`config.mk`:
```
export PLATFORM = sky130hd
export DESIGN_NAME = dmem_arbiter_flat
export DESIGN_NICKNAME = d
export VERILOG_FILES = /design/src/rtl/dmem_arbiter_if.sv /design/src/rtl/dmem_arbiter.sv /design/src/flat_wrapper.sv
export SDC_FILE = /design/constraint.sdc
export NUM_CORES = 1
export LEC_CHECK = 0
export CELL_PAD_IN_SITES_DETAIL_PLACEMENT = 0
export CELL_PAD_IN_SITES_GLOBAL_PLACEMENT = 1
export CORE_MARGIN = 2
export CORE_UTILIZATION = 23
export DETAILED_ROUTE_END_ITERATION = 8
export PLACE_DENSITY = 0.91
export SYNTH_ARGS = -nofsm -noshare
export SYNTH_HDL_FRONTEND = slang
export SYNTH_SLANG_ARGS = --single-unit
```
`constraint.sdc`:
```
create_clock -name clk -period 3.3 [get_ports clk]
set_clock_uncertainty 0.1 [all_clocks]
set_input_delay 0.66 -clock clk [delete_from_list [all_inputs] [get_ports clk]]
set_output_delay 0.66 -clock clk [all_outputs]
set_load 0.05 [all_outputs]
```
`src/rtl/dmem_arbiter_if.sv`:
```
// Bus bundle between the two data-memory requesters, the arbiter and the memory port.
// The slave modport is the arbiter's view; master is the surrounding environment.
interface dmem_arbiter_if #(
    parameter int ADDR_W = 32,
    parameter int DATA_W = 32
);
    logic              m0_req, m0_we, m0_lock;
    logic [1:0]        m0_size;
    logic [ADDR_W-1:0] m0_addr;
    logic [DATA_W-1:0] m0_wdata;
    logic              m0_gnt, m0_rvalid, m0_err;
    logic [DATA_W-1:0] m0_rdata;

    logic              m1_req, m1_we, m1_lock;
    logic [1:0]        m1_size;
    logic [ADDR_W-1:0] m1_addr;
    logic [DATA_W-1:0] m1_wdata;
    logic              m1_gnt, m1_rvalid, m1_err;
    logic [DATA_W-1:0] m1_rdata;

    logic              mem_wr_en;
    logic [1:0]        mem_data_size;
    logic [ADDR_W-1:0] mem_addr;
    logic [DATA_W-1:0] mem_wr_data;
    logic [DATA_W-1:0] mem_rd_data;

    modport slave (
        input  m0_req, m0_we, m0_lock, m0_size, m0_addr, m0_wdata,
        output m0_gnt, m0_rvalid, m0_err, m0_rdata,
        input  m1_req, m1_we, m1_lock, m1_size, m1_addr, m1_wdata,
        output m1_gnt, m1_rvalid, m1_err, m1_rdata,
        output mem_wr_en, mem_data_size, mem_addr, mem_wr_data,
        input  mem_rd_data
    );

    modport master (
        output m0_req, m0_we, m0_lock, m0_size, m0_addr, m0_wdata,
        input  m0_gnt, m0_rvalid, m0_err, m0_rdata,
        output m1_req, m1_we, m1_lock, m1_size, m1_addr, m1_wdata,
        input  m1_gnt, m1_rvalid, m1_err, m1_rdata,
        input  mem_wr_en, mem_data_size, mem_addr, mem_wr_data,
        output mem_rd_data
    );
endinterface

```
`src/rtl/dmem_arbiter.sv`:
```
// Two-port round-robin arbiter with bounded burst lock in front of the data memory.
// Rejects illegal size/alignment before memory and returns registered completions.
module dmem_arbiter #(
    parameter int ADDR_W    = 32,
    parameter int DATA_W    = 32,
    parameter int MAX_BURST = 8
) (
    input logic           clk,
    input logic           rst_n,
    dmem_arbiter_if.slave bus
);
    localparam int             CNT_W = $clog2(MAX_BURST + 1);
    localparam logic [CNT_W-1:0] MAX_C = CNT_W'(MAX_BURST);

    typedef enum logic [1:0] {FREE, OWN0, OWN1} state_t;

    state_t            state_q;
    logic [CNT_W-1:0]  burst_q, burst_d;
    logic              rr_last_q;

    logic [1:0]              req, we, lock, gnt;
    logic [1:0][1:0]         size;
    logic [1:0][ADDR_W-1:0]  addr;
    logic [1:0][DATA_W-1:0]  wdata;
    logic                    any, win, legal, owner_hit, keep, drive;

    logic [1:0]              rvalid_q, err_q;
    logic [1:0][DATA_W-1:0]  rdata_q;

    assign req   = {bus.m1_req,   bus.m0_req};
    assign we    = {bus.m1_we,    bus.m0_we};
    assign lock  = {bus.m1_lock,  bus.m0_lock};
    assign size  = {bus.m1_size,  bus.m0_size};
    assign addr  = {bus.m1_addr,  bus.m0_addr};
    assign wdata = {bus.m1_wdata, bus.m0_wdata};

    function automatic logic legal_f(input logic [1:0] s, input logic [1:0] a);
        case (s)
            2'b00:   legal_f = 1'b1;
            2'b01:   legal_f = ~a[0];
            2'b10:   legal_f = (a == 2'b00);
            default: legal_f = 1'b0;
        endcase
    endfunction

    // Owner keeps priority; otherwise a tie goes to the port not granted last.
    always_comb begin
        any = 1'b0;
        win = 1'b0;
        if (rst_n && (req != 2'b00)) begin
            any = 1'b1;
            case (state_q)
                OWN0:    win = ~req[0];
                OWN1:    win = req[1];
                default: win = (&req) ? ~rr_last_q : req[1];
            endcase
        end
    end

    assign legal = legal_f(size[win], addr[win][1:0]);
    assign gnt   = {any & win, any & ~win};
    assign drive = any & legal;

    // A non-owner grant out of OWNk always releases, so only owner/FREE wins may lock.
    always_comb begin
        owner_hit = ((state_q == OWN0) && !win) || ((state_q == OWN1) && win);
        burst_d   = (owner_hit ? burst_q : '0) + 1'b1;
        keep      = lock[win] && (owner_hit || (state_q == FREE)) && (burst_d < MAX_C);
    end

    assign bus.m0_gnt        = gnt[0];
    assign bus.m1_gnt        = gnt[1];
    assign bus.mem_wr_en     = drive & we[win];
    assign bus.mem_data_size = drive ? size[win]  : 2'b10;
    assign bus.mem_addr      = drive ? addr[win]  : '0;
    assign bus.mem_wr_data   = drive ? wdata[win] : '0;

    always_ff @(posedge clk or negedge rst_n) begin
        if (!rst_n) begin
            state_q   <= FREE;
            burst_q   <= '0;
            rr_last_q <= 1'b1;
        end else if (any) begin
            rr_last_q <= win;
            if (keep) begin
                state_q <= win ? OWN1 : OWN0;
                burst_q <= burst_d;
            end else begin
                state_q <= FREE;
                burst_q <= '0;
            end
        end
    end

    // Memory read data only lands in these registers, never on an output directly.
    always_ff @(posedge clk or negedge rst_n) begin
        if (!rst_n) begin
            rvalid_q <= '0;
            err_q    <= '0;
            rdata_q  <= '0;
        end else begin
            rvalid_q <= gnt;
            for (int k = 0; k < 2; k++) begin
                if (gnt[k]) begin
                    err_q[k]   <= ~legal;
                    rdata_q[k] <= (legal && !we[k]) ? bus.mem_rd_data : '0;
                end
            end
        end
    end

    assign bus.m0_rvalid = rvalid_q[0];
    assign bus.m1_rvalid = rvalid_q[1];
    assign bus.m0_err    = err_q[0];
    assign bus.m1_err    = err_q[1];
    assign bus.m0_rdata  = rdata_q[0];
    assign bus.m1_rdata  = rdata_q[1];
endmodule

```
`src/flat_wrapper.sv`:
```
// flat-port wrapper written by rule: the top's interface ports become plain ports
module dmem_arbiter_flat 
#(
    parameter int ADDR_W    = 32,
    parameter int DATA_W    = 32,
    parameter int MAX_BURST = 8
)
  (clk, rst_n, bus_m0_req, bus_m0_we, bus_m0_lock, bus_m0_size, bus_m0_addr, bus_m0_wdata, bus_m0_gnt, bus_m0_rvalid, bus_m0_err, bus_m0_rdata, bus_m1_req, bus_m1_we, bus_m1_lock, bus_m1_size, bus_m1_addr, bus_m1_wdata, bus_m1_gnt, bus_m1_rvalid, bus_m1_err, bus_m1_rdata, bus_mem_wr_en, bus_mem_data_size, bus_mem_addr, bus_mem_wr_data, bus_mem_rd_data);
  dmem_arbiter_if #(.ADDR_W(ADDR_W), .DATA_W(DATA_W)) bus_i ();
  input logic clk;
  input logic rst_n;
  input wire logic [$bits(bus_i.m0_req)-1:0] bus_m0_req;
  input wire logic [$bits(bus_i.m0_we)-1:0] bus_m0_we;
  input wire logic [$bits(bus_i.m0_lock)-1:0] bus_m0_lock;
  input wire logic [$bits(bus_i.m0_size)-1:0] bus_m0_size;
  input wire logic [$bits(bus_i.m0_addr)-1:0] bus_m0_addr;
  input wire logic [$bits(bus_i.m0_wdata)-1:0] bus_m0_wdata;
  output wire logic [$bits(bus_i.m0_gnt)-1:0] bus_m0_gnt;
  output wire logic [$bits(bus_i.m0_rvalid)-1:0] bus_m0_rvalid;
  output wire logic [$bits(bus_i.m0_err)-1:0] bus_m0_err;
  output wire logic [$bits(bus_i.m0_rdata)-1:0] bus_m0_rdata;
  input wire logic [$bits(bus_i.m1_req)-1:0] bus_m1_req;
  input wire logic [$bits(bus_i.m1_we)-1:0] bus_m1_we;
  input wire logic [$bits(bus_i.m1_lock)-1:0] bus_m1_lock;
  input wire logic [$bits(bus_i.m1_size)-1:0] bus_m1_size;
  input wire logic [$bits(bus_i.m1_addr)-1:0] bus_m1_addr;
  input wire logic [$bits(bus_i.m1_wdata)-1:0] bus_m1_wdata;
  output wire logic [$bits(bus_i.m1_gnt)-1:0] bus_m1_gnt;
  output wire logic [$bits(bus_i.m1_rvalid)-1:0] bus_m1_rvalid;
  output wire logic [$bits(bus_i.m1_err)-1:0] bus_m1_err;
  output wire logic [$bits(bus_i.m1_rdata)-1:0] bus_m1_rdata;
  output wire logic [$bits(bus_i.mem_wr_en)-1:0] bus_mem_wr_en;
  output wire logic [$bits(bus_i.mem_data_size)-1:0] bus_mem_data_size;
  output wire logic [$bits(bus_i.mem_addr)-1:0] bus_mem_addr;
  output wire logic [$bits(bus_i.mem_wr_data)-1:0] bus_mem_wr_data;
  input wire logic [$bits(bus_i.mem_rd_data)-1:0] bus_mem_rd_data;
  assign bus_i.m0_req = bus_m0_req;
  assign bus_i.m0_we = bus_m0_we;
  assign bus_i.m0_lock = bus_m0_lock;
  assign bus_i.m0_size = bus_m0_size;
  assign bus_i.m0_addr = bus_m0_addr;
  assign bus_i.m0_wdata = bus_m0_wdata;
  assign bus_m0_gnt = bus_i.m0_gnt;
  assign bus_m0_rvalid = bus_i.m0_rvalid;
  assign bus_m0_err = bus_i.m0_err;
  assign bus_m0_rdata = bus_i.m0_rdata;
  assign bus_i.m1_req = bus_m1_req;
  assign bus_i.m1_we = bus_m1_we;
  assign bus_i.m1_lock = bus_m1_lock;
  assign bus_i.m1_size = bus_m1_size;
  assign bus_i.m1_addr = bus_m1_addr;
  assign bus_i.m1_wdata = bus_m1_wdata;
  assign bus_m1_gnt = bus_i.m1_gnt;
  assign bus_m1_rvalid = bus_i.m1_rvalid;
  assign bus_m1_err = bus_i.m1_err;
  assign bus_m1_rdata = bus_i.m1_rdata;
  assign bus_mem_wr_en = bus_i.mem_wr_en;
  assign bus_mem_data_size = bus_i.mem_data_size;
  assign bus_mem_addr = bus_i.mem_addr;
  assign bus_mem_wr_data = bus_i.mem_wr_data;
  assign bus_i.mem_rd_data = bus_mem_rd_data;
  dmem_arbiter #(.ADDR_W(ADDR_W), .DATA_W(DATA_W), .MAX_BURST(MAX_BURST)) u_core (.clk(clk), .rst_n(rst_n), .bus(bus_i));
endmodule
```
==> impl_metrics.py, run 1 <==
metrics = {
    "global_routing": {
        "overflow": 0,
        "grt_pass1_vias": 4901,
        "grt_pass1_wl_mm": 29.0,
        "antenna_found_initial": 1,
        "grtUsageTotal_pct": 19.0,
        "grt_max_degree": 62,
    },
    "placement": {
        "portBuffers": 308,
        "pre_cts_ws_ns": 0.00182,
        "placed_cells": 1029,
        "gp_congestion": 0.854,
        "hpwl_mm": 14.1,
        "placed_area_um2": 8280,
    },
    "timing": {
        "tightest_slew_ns": 0.789,
        "worst_slack_ns": -0.0275,
        "fmax_mhz": 301,
        "final.setup.tns_ns": -0.245,
        "drv_slew": 0,
        "min_period_over_period_pct": 101,
        "period_minus_slack_ns": 3.33,
        "fin_hold_ws_ns": 0.251,
        "slew_headroom_pct": 47.4,
        "finalHoldViolCount": 0,
        "rsz0062_at_grt": "true",
        "setup_viol": 30,
    },
    "cts": {
        "cts_buffer_depth": 2,
        "cts_tree": "yes",
        "clock_sinks": 75,
        "clk_pin_slew_ns": 0.06,
        "cts_root_buf": "clkbuf_16",
        "holdBufCountCts": 0,
        "clock_latency_ns": 0.33,
        "cts_buffers": 9,
        "h-tree-depth": 3,
    },
    "synthesis": {
        "yosysUniqueCellTypes": 40,
        "synthCells": 504,
        "synth-seq-cells": 75,
        "synth_area_per_cell_um2": 8.28,
        "yosysWarnings": 0,
        "synth_area_leaders": "dfrtp_1, nand2_1, a21oi_2",
        "synth_nets": 679,
        "ys.flop_type": "dfrtp_1",
        "synth-edff-count": 0,
        "netlist.area_leader.share_pct": 44.4,
        "synth_seq_area_share_pct": 45.0,
        "async_flop_share_pct": 100,
        "syn_area_um2": 4170,
        "yosysTopAreaCell": "dfrtp_1",
    },
    "pwr": {
        "ir_drop_v": 0.000492,
        "p_leak_nw": 3.67,
        "powerDensity_nw_per_um2": 658,
        "total_power_mw": 5.92,
    },
    "finish": {
        "regArea_um2": 1880,
        "nets": 994,
        "drive_gt1_share_pct": 24.4,
        "area_growth_pct": 116,
        "finish.instance_area_um2": 9000,
        "multi_input_area_um2": 2390,
        "fin_cells": 1054,
        "fillers": 1618,
        "mostFrequentLayoutCells": "clkdlybuf4s50_1, nand2_1, dfrtp_1",
        "final_common_cell": "clkdlybuf4s50_1",
        "final_core_util_pct": 50.3,
    },
    "detailed_routing": {
        "first_pass_iters": 4,
        "drcViolationCount": 0,
        "drt-initial-drc-count": 216,
        "avgViaCountPerCell": 4.70,
        "ant_nets": 0,
        "vias": 4958,
        "wire_per_inst_um": 18.7,
        "drt-total-wl_mm": 19.7,
    },
    "floorplan": {
        "die_w_um": 139,
        "fp.dieH_um": 139,
        "die_area_um2": 19200,
        "top_level_ports": 309,
        "coreArea_um2": 17900,
        "rows": 49,
        "initial_utilization_pct": 23.3,
    },
    "status": {
        "status": "finished with violations",
        "violations": "setup timing",
    },
    "critical_path": {
        "criticalPathCategory": "flop to primary output",
        "path_buf_inv": 2,
        "start_kind": "flop",
        "cpPeakStageDelay_ns": 0.44,
        "crit_family": "flip-flops",
        "cp.required_ns": 2.54,
        "arrival_ns": 2.57,
        "cp-end-kind": "primary output",
        "critPathSlowestCell": "dfrtp_2",
        "path_max_fanout": 19,
        "path_cells": "ha_4 -> or2_4 -> o2111ai_4 -> mux2i_2 -> nand2_4 -> buf_6 -> a21oi_2 -> buf_12",
    },
    "run": {
        "maxCapViolations": 0,
    },
    "hold_path": {
        "hp-class": "primary input to async pin",
    },
}
layer usage:
layer | track usage [%] | vias to the layer above | part of all wire [%]
met5 | 0 | - | 0
met2 | 31.5 | 218 | 49
met4 | 4.63 | 0 | 1.8
met3 | 5.11 | 23 | 7.4
li1 | - | 2328 | -
met1 | 24.8 | 2389 | 42
report_power, final:
part,internal (mW),switching (mW)
Clock,0.529,0.381
Sequential,1.20,0.169
Combinational,1.39,2.25
area by class of cell:
type | count | share of cell area, %
antenna | 1 | 0.0278
tap | 229 | 3.18
inverter | 4 | 0.167
sequential | 75 | 20.9
clock inverter | 6 | 0.459
timing repair buffer | 342 | 46.1
multi-input combinational | 387 | 26.5
clock buffer | 10 | 2.66
state kept, by name, indices dropped and copies added, names as in the netlist:
signal	count
u_core.bus.m0_rdata	32
u_core.bus.m1_rdata	32
u_core.burst_q	4
u_core.err_q	2
u_core.rvalid_q	2
u_core.state_q	2
u_core.rr_last_q	1
cell usage after synthesis (all sizes together) (2+ instances only):
cell type	number
a21oi	67
a22o	34
and2	4
buf	23
clkbuf	15
dfrtp	74
ha	3
inv	3
mux2i	2
nand2	210
nand3	5
nor2	3
nor2b	3
o21a	4
o21ai	35
o22a	2
or2	2
what timing repair did:
action                     CTS  global route
cloned                       0             4
setup endpoints to repair   67            67
pin swaps                    1             0
buffers inserted             1             3
resized for setup           26            29
worst paths after layout:
path	cells past startpoint	start	slack (ns)	to
max	8	u_core.state_q[1]$_DFFE_PN0P_	-0.03	bus_mem_addr[15]
min	2	rst_n	0.25	u_core.bus.m1_rdata[2]$_DFFE_PN0P_
max reg2reg	7	u_core.state_q[1]$_DFFE_PN0P_	0.77	u_core.bus.m0_rdata[21]$_DFFE_PN0P_
min reg2reg	2	u_core.bus.m0_rdata[29]$_DFFE_PN0P_	0.38	u_core.bus.m0_rdata[29]$_DFFE_PN0P_
max in group asynchronous	3	rst_n	1.78	u_core.bus.m0_rdata[25]$_DFFE_PN0P_
min in group clk	2	u_core.bus.m0_rdata[29]$_DFFE_PN0P_	0.38	u_core.bus.m0_rdata[29]$_DFFE_PN0P_
logic make-up (layout without fill, tap and decap cells):
kind of cell | Yosys count | after routing | synth area share, %
simple gates | 231 | 231 | 21.9
compound gates | 150 | 150 | 26.1
flops | 75 | 75 | 45.0
buf+inv | 42 | 362 | 5.31
fa+ha+maj | 3 | 3 | 0.899
mux | 2 | 2 | 0.569
xor+xnor | 1 | 1 | 0.210
other cells | 0 | 1 | 0
(Power assumes the default switching activity.)
==> run 2: changes to the inputs <==
==> constraint.sdc (replaced) <==
create_clock -name clk -period 3.3 [get_ports clk]
set_clock_uncertainty 0.1 [all_clocks]
set_input_delay 0.66 -clock clk [delete_from_list [all_inputs] [get_ports clk]]
set_output_delay 0.66 -clock clk [all_outputs]
set_load 0.01 [all_outputs]
==> impl_metrics.py, run 2 (synthesis results as in run 1) <==
metrics = {
    "detailed_routing": {
        "avgViaCountPerCell": 4.66,
        "ant_nets": 0,
        "wire_per_inst_um": 18.6,
        "drt-initial-drc-count": 212,
        "vias": 4988,
        "drt-total-wl_mm": 19.9,
        "drcViolationCount": 0,
        "first_pass_iters": 4,
    },
    "global_routing": {
        "overflow": 0,
        "grt_pass1_wl_mm": 30.6,
        "grtUsageTotal_pct": 20.2,
        "grt_max_degree": 65,
        "antenna_found_initial": 0,
        "grt_pass1_vias": 5136,
    },
    "floorplan": {
        "die_area_um2": 19200,
        "die_w_um": 139,
        "initial_utilization_pct": 23.3,
        "coreArea_um2": 17900,
        "rows": 49,
        "top_level_ports": 309,
        "fp.dieH_um": 139,
    },
    "timing": {
        "setup_viol": 33,
        "fmax_mhz": 298,
        "slew_headroom_pct": 44.8,
        "drv_slew": 0,
        "period_minus_slack_ns": 3.36,
        "min_period_over_period_pct": 102,
        "finalHoldViolCount": 0,
        "worst_slack_ns": -0.0553,
        "tightest_slew_ns": 0.828,
        "rsz0062_at_grt": "true",
    },
    "cts": {
        "cts_root_buf": "clkbuf_16",
        "cts_buffers": 9,
        "clock_sinks": 75,
        "cts_buffer_depth": 2,
        "cts_tree": "yes",
        "clock_latency_ns": 0.33,
        "clk_pin_slew_ns": 0.05,
        "h-tree-depth": 3,
    },
    "finish": {
        "final_common_cell": "clkdlybuf4s50_1",
        "drive_gt1_share_pct": 25.1,
        "nets": 1012,
        "diodes": 0,
        "final_core_util_pct": 45.6,
        "finish.instance_area_um2": 8160,
        "mostFrequentLayoutCells": "clkdlybuf4s50_1, nand2_1, dfrtp_1",
        "area_growth_pct": 95.4,
    },
    "critical_path": {
        "reg2regPathDepth": 12,
        "cpPeakStageDelay_ns": 0.54,
        "path_max_fanout": 9,
        "cp-end-kind": "primary output",
        "criticalPathCategory": "primary input to primary output",
        "cp.required_ns": 2.54,
        "start_kind": "primary input",
        "critPathSlowestCell": "clkdlybuf4s50_1",
        "path_cells": "clkdlybuf4s50_1 -> nor2b_2 -> o2111ai_4 -> mux2i_4 -> nand2_4 -> buf_12 -> buf_16 -> a21oi_2 -> buf_2",
        "arrival_ns": 2.60,
        "rrSetupSlack_ns": 0.54,
        "r2r-start": "u_core.state_q[0]$_DFFE_PN0P_",
        "reg2reg_to": "u_core.bus.m0_rdata[23]$_DFFE_PN0P_",
    },
    "pwr": {
        "ir_drop_v": 0.000369,
        "p_leak_nw": 3.58,
        "powerDensity_nw_per_um2": 581,
    },
    "placement": {
        "placed_area_um2": 7700,
        "portBuffers": 308,
        "gp_congestion": 0.890,
        "pre_cts_ws_ns": -0.429,
        "hpwl_mm": 14.5,
    },
    "status": {
        "status": "finished with violations",
        "violations": "setup timing",
    },
    "hold_path": {
        "hp-class": "primary input to async pin",
    },
    "run": {
        "maxCapViolations": 0,
    },
}
[run 2: changes by cell type in the layout (fill, tap and decap cells not counted), moves of 2 or more]
cell	before	now
buf_4	27	33
buf_6	2	11
a21oi_4	23	8
buf_2	0	59
clkbuf_1	0	2
a21oi_2	43	57
clkinv_4	3	0
clkbuf_16	13	10
buf_12	69	11
clkinv_2	3	1
clkdlybuf4s50_1	237	239
[run 2: how the worst max path moves through the flow]
stage                                endpoint                     startpoint  cells past startpoint
after floorplan               bus_mem_addr[0]  u_core.state_q[0]$_DFFE_PN0P_                      9
after global placement       bus_mem_addr[24]                     bus_m0_req                      8
after detailed placement  bus_mem_wr_data[14]                     bus_m0_req                      8
after CTS                  bus_mem_wr_data[6]  u_core.state_q[0]$_DFFE_PN0P_                     10
after global routing          bus_mem_addr[1]  u_core.state_q[0]$_DFFE_PN0P_                     10
final                     bus_mem_wr_data[26]                     bus_m0_req                      9
[run 2: where the power goes]
group	internal, mW	switching [mW]
Combinational	1.25	1.15
Clock	0.621	0.350
Sequential	1.20	0.170
[run 2: layout make-up]
class                      instances  area, µm²
timing repair buffer             359       3400
fill                            1745       9740
multi-input combinational        388       2280
sequential                        75       1880
tap                              229        287
clock buffer                      13        260
clock inverter                     2       35.0
inverter                           4       20.0
[run 2: metal layers]
metal / global-route usage, % / vias up / wire length [µm]
li1: - / 2368 / -
met1: 26.0 / 2349 / 8290
met2: 33.3 / 246 / 9470
met3: 6.04 / 25 / 1750
met4: 5.32 / 0 / 376
met5: 0 / - / 0
[run 2: through the flow]
step                cells  hold WS [ns]  power [mW]  setup TNS, ns
floorplan             504         0.264        2.31              0
global placement     1043         0.359        3.60         -21.82
detailed placement   1043         0.370        3.63         -24.66
CTS                  1072         0.194        4.73          -1.64
global route         1070         0.200        5.03          -3.60
finish               1070         0.202        4.74         -0.854
[run 2: what timing repair did]
action,CTS,global route
setup buffers,9,1
gates resized for setup,314,23
cloned,5,1
setup endpoints to repair,68,68
hold buffers,0,0
pin swaps,2,2
[run 2: critical path, delay by kind of cell]
kind,cells,cell delay [ns]
buf+inv,4,1.03
compound gates,2,0.36
mux,1,0.33
simple gates,2,0.21
